**src/rtl/kf_ctrl_pkg.sv**
```systemverilog
// Shared definitions for the Kalman filter run controller: FSM states and
// the microinstruction control opcodes also used by the sequencer and assembler.
package kf_ctrl_pkg;

  typedef enum logic [2:0] {
    ST_IDLE  = 3'd0,
    ST_START = 3'd1,
    ST_RUN   = 3'd2,
    ST_WAITM = 3'd3,
    ST_CONT  = 3'd4,
    ST_ERROR = 3'd5
  } state_t;

  localparam logic [1:0] OP_STEP = 2'b00;
  localparam logic [1:0] OP_WAIT = 2'b01;
  localparam logic [1:0] OP_HALT = 2'b10;

  // Host-facing resting states: ROM writes and go are honoured only here.
  function automatic logic is_idle(input state_t s);
    return (s == ST_IDLE) || (s == ST_ERROR);
  endfunction

endpackage

```
**src/rtl/kf_wdog.sv**
```systemverilog
// Stall watchdog: counts consecutive enabled cycles with an unchanged PC and
// flags expiry once the count reaches LIMIT-1.
module kf_wdog #(
  parameter int PC_W  = 8,
  parameter int LIMIT = 1024
) (
  input  logic            clk,
  input  logic            rst,
  input  logic            clear,
  input  logic            enable,
  input  logic [PC_W-1:0] pc,
  output logic            expire
);

  localparam int CNT_W = $clog2(LIMIT) + 1;
  localparam logic [CNT_W-1:0] LAST = CNT_W'(LIMIT - 1);

  logic [CNT_W-1:0] count_r;
  logic [PC_W-1:0]  last_pc_r;

  // Stall counter; holds its value while neither cleared nor enabled.
  always_ff @(posedge clk or posedge rst) begin
    if (rst) begin
      count_r   <= {CNT_W{1'b0}};
      last_pc_r <= {PC_W{1'b0}};
    end else if (clear) begin
      count_r   <= {CNT_W{1'b0}};
      last_pc_r <= pc;
    end else if (enable) begin
      last_pc_r <= pc;
      count_r   <= (pc == last_pc_r) ? count_r + CNT_W'(1) : {CNT_W{1'b0}};
    end
  end

  assign expire = enable & (count_r == LAST);

endmodule

```
**src/rtl/kf_run_ctrl.sv**
```systemverilog
// Run-level controller around the Kalman microcode sequencer: gates ROM loads,
// starts each iteration, serves WAIT with one measurement, counts iterations.
module kf_run_ctrl
  import kf_ctrl_pkg::*;
#(
  parameter int DATA_W     = 32,
  parameter int PC_W       = 8,
  parameter int ROM_DW     = 16,
  parameter int ITER_W     = 16,
  parameter int WDOG_LIMIT = 1024
) (
  input  logic              clk,
  input  logic              rst,
  input  logic              go,
  input  logic              abort,
  input  logic [ITER_W-1:0] cfg_iters,
  input  logic              meas_valid,
  input  logic [DATA_W-1:0] meas_data,
  output logic              meas_ready,
  output logic [DATA_W-1:0] z_data,
  output logic              z_load,
  output logic              seq_start,
  output logic              seq_continue,
  input  logic              seq_ready,
  input  logic [1:0]        seq_ctl_c,
  input  logic [PC_W-1:0]   seq_pc,
  input  logic              host_rom_we,
  input  logic [PC_W-1:0]   host_rom_waddr,
  input  logic [ROM_DW-1:0] host_rom_wdata,
  output logic              rom_we,
  output logic [PC_W-1:0]   rom_waddr,
  output logic [ROM_DW-1:0] rom_wdata,
  output logic              rom_wr_rej,
  output logic              busy,
  output logic              done,
  output logic [ITER_W-1:0] iter_count,
  output logic              timeout_err
);

  state_t            state_r, state_nxt_s;
  logic [ITER_W-1:0] iter_r, cfg_r, iter_inc_s;
  logic [DATA_W-1:0] z_data_r;
  logic              z_load_r, done_r, rej_r, tout_r;
  logic              idle_s, go_s, accept_s, complete_s, last_s, wd_expire_s;

  assign idle_s     = is_idle(state_r);
  assign go_s       = idle_s & go & ~abort;
  assign accept_s   = meas_ready & meas_valid;
  assign complete_s = (state_r == ST_RUN) & seq_ready & ~abort;
  assign iter_inc_s = iter_r + ITER_W'(1);
  assign last_s     = (cfg_r != {ITER_W{1'b0}}) & (iter_inc_s == cfg_r);

  kf_wdog #(.PC_W(PC_W), .LIMIT(WDOG_LIMIT)) u_wdog (
    .clk    (clk),
    .rst    (rst),
    .clear  (idle_s | (state_r == ST_START)),
    .enable (state_r == ST_RUN),
    .pc     (seq_pc),
    .expire (wd_expire_s)
  );

  // State register.
  always_ff @(posedge clk or posedge rst) begin
    if (rst) state_r <= ST_IDLE;
    else     state_r <= state_nxt_s;
  end

  // Next-state logic; abort overrides everything, completion beats the watchdog.
  always_comb begin
    state_nxt_s = state_r;
    if (abort) begin
      state_nxt_s = ST_IDLE;
    end else begin
      case (state_r)
        ST_IDLE, ST_ERROR: state_nxt_s = go ? ST_START : state_r;
        ST_START:          state_nxt_s = ST_RUN;
        ST_RUN: begin
          if (seq_ready)                   state_nxt_s = last_s ? ST_IDLE : ST_START;
          else if (seq_ctl_c == OP_WAIT)   state_nxt_s = ST_WAITM;
          else if (wd_expire_s)            state_nxt_s = ST_ERROR;
          else                             state_nxt_s = ST_RUN;
        end
        ST_WAITM:          state_nxt_s = meas_valid ? ST_CONT : ST_WAITM;
        ST_CONT:           state_nxt_s = ST_RUN;
        default:           state_nxt_s = ST_IDLE;
      endcase
    end
  end

  // Sequencer handshake outputs, all forced low in an abort cycle.
  always_comb begin
    seq_start    = 1'b0;
    seq_continue = 1'b0;
    meas_ready   = 1'b0;
    if (abort) begin
      seq_start    = 1'b0;
      seq_continue = 1'b0;
      meas_ready   = 1'b0;
    end else begin
      case (state_r)
        ST_START: seq_start    = 1'b1;
        ST_WAITM: meas_ready   = 1'b1;
        ST_CONT:  seq_continue = 1'b1;
        default:  seq_start    = 1'b0;
      endcase
    end
  end

  // Run bookkeeping, measurement capture and single-cycle status strobes.
  always_ff @(posedge clk or posedge rst) begin
    if (rst) begin
      iter_r   <= {ITER_W{1'b0}};
      cfg_r    <= {ITER_W{1'b0}};
      z_data_r <= {DATA_W{1'b0}};
      z_load_r <= 1'b0;
      done_r   <= 1'b0;
      rej_r    <= 1'b0;
      tout_r   <= 1'b0;
    end else begin
      z_load_r <= accept_s;
      done_r   <= complete_s & last_s;
      rej_r    <= host_rom_we & ~idle_s;
      if (accept_s) z_data_r <= meas_data;
      if (go_s) begin
        cfg_r  <= cfg_iters;
        iter_r <= {ITER_W{1'b0}};
        tout_r <= 1'b0;
      end else begin
        if (complete_s) iter_r <= iter_inc_s;
        if ((state_r == ST_RUN) && (state_nxt_s == ST_ERROR)) tout_r <= 1'b1;
      end
    end
  end

  assign rom_we      = host_rom_we & idle_s;
  assign rom_waddr   = host_rom_waddr;
  assign rom_wdata   = host_rom_wdata;
  assign rom_wr_rej  = rej_r;
  assign busy        = ~idle_s;
  assign done        = done_r;
  assign iter_count  = iter_r;
  assign z_data      = z_data_r;
  assign z_load      = z_load_r;
  assign timeout_err = tout_r;

endmodule

```
**config.mk**
```make
export PLATFORM = sky130hd
export DESIGN_NAME = kf_run_ctrl
export DESIGN_NICKNAME = d
export VERILOG_FILES = /design/src/rtl/kf_ctrl_pkg.sv /design/src/rtl/kf_wdog.sv /design/src/rtl/kf_run_ctrl.sv
export SDC_FILE = /design/constraint.sdc
export NUM_CORES = 1
export LEC_CHECK = 0
export CORE_UTILIZATION = 33
export CTS_CLUSTER_DIAMETER = 80
export DETAILED_ROUTE_END_ITERATION = 10
export GPL_ROUTABILITY_DRIVEN = 0
export HOLD_SLACK_MARGIN = 0.1
export MAX_ROUTING_LAYER = met4
export PLACE_DENSITY = 0.72
export SLEW_MARGIN = 30
export SYNTH_ARGS = -nofsm -noshare
export SYNTH_HDL_FRONTEND = slang
export SYNTH_SLANG_ARGS = --single-unit
```
**constraint.sdc**
```tcl
create_clock -name clk -period 2.8 [get_ports clk]
set_input_delay 0.42 -clock clk [delete_from_list [all_inputs] [get_ports clk]]
set_output_delay 0.42 -clock clk [all_outputs]
set_load 0.01 [all_outputs]
```
==> Flow_metrics.wiki, run 1 <==
{| class="wikitable"
! Metric !! Value
|-
| Number of failing setup endpoints in the final timing report || 0
|-
| Synth-to-Final Area Change || 32.8%
|-
| Max VDD drop || 0.459 mV
|-
| Family with the most delay on the worst path || simple AND/OR/NAND/NOR gates
|-
| Clock insertion delay at the later pin of the skew report || 0.34 ns
|-
| Via density || 4.94
|-
| Adder-cell area share of the yosys netlist || 0.540%
|-
| Clock slew at the register clock pins of the worst setup and hold paths || 0.06 ns
|-
| CP Capture Type || flop
|-
| GRT Resource Usage Total || 17.4%
|-
| Worst Setup Path Type || reg -> reg
|-
| Data arrival time of the critical path || 2.82 ns
|-
| Maximum buffer depth of the clock tree || 2
|-
| Post-synth top area cell || sky130_fd_sc_hd__dfrtp_1
|-
| Run status || finished, final reports clean
|-
| Required time of the critical path || 3.06 ns
|-
| Global route overflow || 0
|-
| Worst hold slack || 0.439 ns
|-
| YS warnings || 0
|-
| Most frequent cell after synthesis || sky130_fd_sc_hd__nand2_1
|-
| Worst min-delay path category || in -> async
|-
| Seq cells post-synth || 90
|-
| Initial core utilization || 34.4%
|-
| Netlist cell types || 53
|-
| Final count of pins violating max slew || 0
|-
| Largest fanout of any net on the critical path || 10
|-
| Post-synthesis compound-gate area fraction || 7.46%
|-
| Worst Setup Start Kind || flop
|-
| IO Pins || 170
|-
| Worst path cell trace || ha_1 > nand3_2 > nor4_1 > xnor2_1 > o21ai_1 > or3_1 > nor3_2
|-
| Antenna cells || 0
|-
| # nets final || 698
|-
| Critical path buffer and inverter count || 0
|-
| Residual DRC || 0
|-
| Clock root buffer || sky130_fd_sc_hd__clkbuf_16
|-
| Combinational family with the most area after synthesis || simple AND/OR/NAND/NOR gates
|-
| Top-area cell type share of the netlist area || 48.6%
|-
| Share of layout cells above drive strength 1 || 7.52%
|-
| Net count after synthesis || 604
|-
| Die width || 120 um
|-
| Wire length of the first global-routing pass || 19200 um
|-
| Tcrit/Tclk final || 91.3%
|-
| Sum of internal, switching and leakage power || 3820 uW
|-
| Fraction of synthesized area in multiplexers || 3.89%
|-
| Number of violations of the max-capacitance limit || 0
|-
| Vias || 3896
|-
| Setup Total Neg Slack || 0 ns
|-
| Detailed router's first-iteration violation count || 205
|-
| Drt wl/cell || 14.7 um
|-
| Commonest cells post-synth || 152 x sky130_fd_sc_hd__nand2_1, 90 x sky130_fd_sc_hd__dfrtp_1, 33 x sky130_fd_sc_hd__nor2_1, 28 x sky130_fd_sc_hd__o21ai_0, 24 x sky130_fd_sc_hd__buf_4
|-
| Area of the core || 13500 um^2
|-
| H-tree depth || 3
|-
| Post-CTS setup repair buffer count || 0
|-
| Seq/Total Area, Yosys || 48.6%
|-
| Die footprint || 14500 um^2
|-
| Post-DP HPWL || 8480 um
|-
| Post-CTS Hold Buffers || 0
|-
| Delay of the slowest cell on the worst path || 0.59 ns
|-
| Max-slew headroom || 42.2%
|-
| Unrepaired setup endpoints after global routing || false
|-
| Number of search-and-repair iterations in the first detailed-routing pass || 4
|-
| Proportion of register bits with asynchronous set or reset after synthesis || 100%
|-
| Count of mapped cells out of synthesis || 513
|-
| Antenna violations before repair || 0
|-
| Power density normalized to cell area || 620 nW/um^2
|-
| Cell with the biggest individual delay on the critical path || sky130_fd_sc_hd__nor4_1
|-
| Average cell area after synthesis || 9.03 um^2
|-
| Largest cells by area after synthesis || sky130_fd_sc_hd__dfrtp_1 49%, sky130_fd_sc_hd__nand2_1 12%, sky130_fd_sc_hd__xor2_1 4.2%, sky130_fd_sc_hd__buf_4 3.9%, sky130_fd_sc_hd__mux2_2 3.9%
|-
| Xor and xnor area share after synthesis || 7.75%
|-
| Vias in the first global route || 3828
|-
| Pin count of the biggest net entering global routing || 61
|-
| Number of routed nets with antenna violations || 0
|-
| Static leakage || 0.00263 uW
|-
| Number of flops mapped to enable cells by yosys || 0
|-
| Total detailed-routing wirelength || 11600 um
|-
| Post-Route Skew || 0.00567 ns
|-
| Share of synthesized cell area in and, or, nand and nor gates || 25.4%
|-
| Final number of hold-violating endpoints || 0
|-
| Actual slew at the worst max-slew pin || 0.864 ns
|-
| Tmin final || 2.56 ns
|-
| Number of I/O port buffers || 121
|-
| Summed instance area of the synthesized netlist || 4630 um^2
|-
| Site Rows || 42
|-
| TritonCTS clock tree || built
|-
| Die extent in y || 120 um
|-
| Post-CTS Resized || 0
|-
| Number of clock sinks seen by CTS || 90
|-
| Commonest register cell after synthesis || sky130_fd_sc_hd__dfrtp_1
|-
| Maximum frequency from static timing analysis || 391 MHz
|-
| Cts bufs inserted || 9
|}
[worst reg2reg max path: cells and delay by family, from the launching register on]
family          cells  cell delay [ns]
flops               1             0.50
xor+xnor            1             0.20
compound gates      1             0.09
fa+ha+maj           1             0.33
simple gates        4             1.36
[final timing paths]
| check | endpoint | slack (ns) | start | cells past startpoint |
|---|---|---|---|---|
| worst max register to register | done | 0.24 | iter_count[0] | 7 |
| worst min-delay path | z_data[28] | 0.44 | rst | 2 |
| worst min register to register | z_data[12] | 0.47 | z_data[12] | 2 |
| max in group asynchronous | iter_count[4] | 1.66 | rst | 3 |
| worst max-delay path | done | 0.24 | iter_count[0] | 7 |
| min in group clk | z_data[12] | 0.47 | z_data[12] | 2 |
[final cells by class]
cell class                 instances  area (um^2)
tap                              176          220
multi-input combinational        370         2090
sequential                        90         2250
clock buffer                      13          240
timing repair buffer             129         1280
clock inverter                     3         40.0
fill                            1317         7300
inverter                           7         27.5
[sequential cells by signal (all words and copies together), names as in the netlist]
register,count
state_r,3
z_load,1
timeout_err,1
z_data,32
u_wdog.count_r,11
iter_count,16
done,1
u_wdog.last_pc_r,8
cfg_r,16
rom_wr_rej,1
[cell families (layout without fill, tap and decap cells)]
| group | count (synthesis) | after routing |
|---|---|---|
| XOR/XNOR | 41 | 41 |
| AND/OR/NAND/NOR | 256 | 256 |
| flip-flops | 90 | 90 |
| buffers and inverters | 53 | 152 |
| AO/OA/AOI/OAI | 55 | 55 |
| adder cells (fa/ha/maj) | 2 | 2 |
| multiplexers | 16 | 16 |
[layer usage]
metal  share of wire, %  track usage [%]
met5                  0                -
met4                2.3             7.72
met3                5.4             3.82
met2                 48             26.3
met1                 44             22.3
[stage by stage]
stage | utilization, % | setup WS (ns) | instances | instance area (um^2)
after floorplan | - | 0.0447 | 513 | 4630
final | 45.7 | 0.244 | 788 | 6150
after CTS | 45.7 | 0.257 | 788 | 6150
after detailed placement | 43.7 | 0.289 | 772 | 5870
after global routing | 45.7 | 0.102 | 788 | 6150
after global placement | 43.7 | 0.398 | 772 | 5870
[cell usage in the layout (no fill, tap or decap), types with 7 or more instances in the layout]
cell type and instances:
sky130_fd_sc_hd__nor2_1 33, sky130_fd_sc_hd__clkdlybuf4s50_1 121, sky130_fd_sc_hd__xor2_1 22, sky130_fd_sc_hd__clkbuf_16 9, sky130_fd_sc_hd__dfrtp_1 90, sky130_fd_sc_hd__o21ai_0 28
sky130_fd_sc_hd__buf_4 7, sky130_fd_sc_hd__xnor2_1 19, sky130_fd_sc_hd__nor4_1 12, sky130_fd_sc_hd__nand4_1 8, sky130_fd_sc_hd__nand3_1 12, sky130_fd_sc_hd__mux2_2 16
sky130_fd_sc_hd__nand2_1 152
[power by group]
part	switching, uW	internal [uW]
clock network	491	691
logic	400	538
registers	183	1510
total	1070	2740
(Power assumes the default switching activity.)
==> run 2, diff against run 1 <==
--- a/config.mk
+++ b/config.mk
@@ -11,7 +11,6 @@
 export GPL_ROUTABILITY_DRIVEN = 0
 export HOLD_SLACK_MARGIN = 0.1
 export MAX_ROUTING_LAYER = met4
-export PLACE_DENSITY = 0.72
 export SLEW_MARGIN = 30
 export SYNTH_ARGS = -nofsm -noshare
 export SYNTH_HDL_FRONTEND = slang
==> Flow_metrics.wiki, run 2 (same netlist as run 1, synthesis figures left out) <==
{| class="wikitable"
! Metric !! Value
|-
| Tcrit/Tclk final || 92.2%
|-
| Drt wl/cell || 14.6 um
|-
| Number of failing setup endpoints in the final timing report || 0
|-
| Maximum frequency from static timing analysis || 388 MHz
|-
| Share of layout cells above drive strength 1 || 8.16%
|-
| Die footprint || 14500 um^2
|-
| Static leakage || 0.00265 uW
|-
| Unrepaired setup endpoints after global routing || false
|-
| Vias || 3819
|-
| Via density || 4.84
|-
| Number of search-and-repair iterations in the first detailed-routing pass || 4
|-
| Number of fillers in the final layout || 1324
|-
| TritonCTS clock tree || built
|-
| Sum of internal, switching and leakage power || 3910 uW
|-
| Site Rows || 42
|-
| Clock slew at the register clock pins of the worst setup and hold paths || 0.07 ns
|-
| Post-CTS Resized || 0
|-
| H-tree depth || 3
|-
| Setup Total Neg Slack || 0 ns
|-
| Required time of the critical path || 2.38 ns
|-
| Die extent in y || 120 um
|-
| Delay of the slowest cell on the worst path || 0.54 ns
|-
| Die width || 120 um
|-
| Post-DP HPWL || 8460 um
|-
| Total detailed-routing wirelength || 11500 um
|-
| Worst Setup Start Kind || flop
|-
| Synth-to-Final Area Change || 33.8%
|-
| Maximum buffer depth of the clock tree || 2
|-
| Worst path cell trace || nor2b_1 > or3_1 > nor2_1 > clkdlybuf4s50_1
|-
| Number of routed nets with antenna violations || 0
|-
| Residual DRC || 0
|-
| Antenna violations before repair || 0
|-
| Area of the core || 13500 um^2
|-
| Antenna cells || 0
|-
| Detailed router's first-iteration violation count || 178
|-
| IO Pins || 170
|-
| Number of clock sinks seen by CTS || 90
|-
| Area taken by flip-flops and latches || 2250 um^2
|-
| Power density normalized to cell area || 632 nW/um^2
|-
| Clock insertion delay at the later pin of the skew report || 0.34 ns
|-
| Clock root buffer || sky130_fd_sc_hd__clkbuf_16
|-
| Run status || finished, final reports clean
|-
| Post-CTS Hold Buffers || 0
|-
| Cell with the biggest individual delay on the critical path || sky130_fd_sc_hd__clkdlybuf4s50_1
|-
| Multi-input gate area in the final layout || 2090 um^2
|-
| Max FFs per register || 32
|-
| Tmin final || 2.58 ns
|-
| # nets final || 700
|-
| Actual slew at the worst max-slew pin || 0.883 ns
|-
| Leading cell type in the layout, fill and taps excluded || sky130_fd_sc_hd__nand2_1
|-
| Post-Route Skew || 0.00593 ns
|-
| Initial core utilization || 34.4%
|-
| Worst min-delay path category || in -> async
|-
| Post-CTS setup repair buffer count || 0
|-
| Post-Layout Inst Area || 6200 um^2
|-
| Max VDD drop || 0.352 mV
|-
| Vias in the first global route || 3727
|-
| Wire length of the first global-routing pass || 18900 um
|-
| Instance area after placement || 5890 um^2
|-
| Cts bufs inserted || 9
|-
| Data arrival time of the critical path || 2.16 ns
|-
| Final count of pins violating max slew || 0
|-
| Global route overflow || 0
|-
| Worst Setup Path Type || reg -> out
|-
| Final number of hold-violating endpoints || 0
|-
| GRT Resource Usage Total || 17.1%
|-
| Number of violations of the max-capacitance limit || 0
|-
| CP Capture Type || output port
|-
| Largest fanout of any net on the critical path || 14
|-
| Pin count of the biggest net entering global routing || 43
|-
| Number of I/O port buffers || 121
|-
| Max-slew headroom || 40.9%
|-
| Top library cells by usage in the layout, fill and taps aside || 152 x sky130_fd_sc_hd__nand2_1, 121 x sky130_fd_sc_hd__clkdlybuf4s50_1, 90 x sky130_fd_sc_hd__dfrtp_1
|}
[run 2: metrics by stage]
stage	utilization (%)	cells	setup slack, ns	hold WS [ns]
after floorplan	-	513	0.0447	0.466
after global placement	43.8	774	0.427	0.458
after global routing	46.1	789	0.0964	0.454
after detailed placement	43.8	774	0.322	0.461
final	46.1	789	0.220	0.420
after CTS	46.1	789	0.211	0.428
[run 2: path summary, 6_finish.rpt]
kind / from / to / slack [ns] / cells past startpoint
worst max register to register: iter_count[1] / done / 0.30 / 7
worst max-delay path: state_r[2] / rom_we / 0.22 / 4
worst min-delay path: rst / z_data[18] / 0.42 / 2
max in group asynchronous: rst / u_wdog.last_pc_r[0] / 1.79 / 3
worst min register to register: z_data[0] / z_data[0] / 0.47 / 2
min in group clk: z_data[0] / z_data[0] / 0.47 / 2
[run 2: area by class of cell]
type,instances,share of cell area (%)
inverter,7,0.444
clock inverter,5,1.29
timing repair buffer,131,21.0
tap,176,3.55
multi-input combinational,370,33.7
clock buffer,10,3.69
sequential,90,36.3
[run 2: worst max-delay path: cells and delay by family, from the launching register on]
kind                   cells  cell delay (ns)
flip-flops                 1             0.52
buffers and inverters      1             0.54
AND/OR/NAND/NOR            3             0.76
[run 2: routing by layer]
layer  vias up  global-route usage (%)  wire, um
met5         -                       -         0
met4         0                    6.94       184
met3        13                    4.20       680
met2       106                    25.8      5390
met1      1806                    21.9      5250
li1       1894                       -         -
[run 2: where the power goes]
group	total, uW	switching, uW	internal, uW	leakage (uW)
logic	949	407	542	0.00133
clock network	1280	500	775	0.000145
registers	1690	178	1510	0.00117
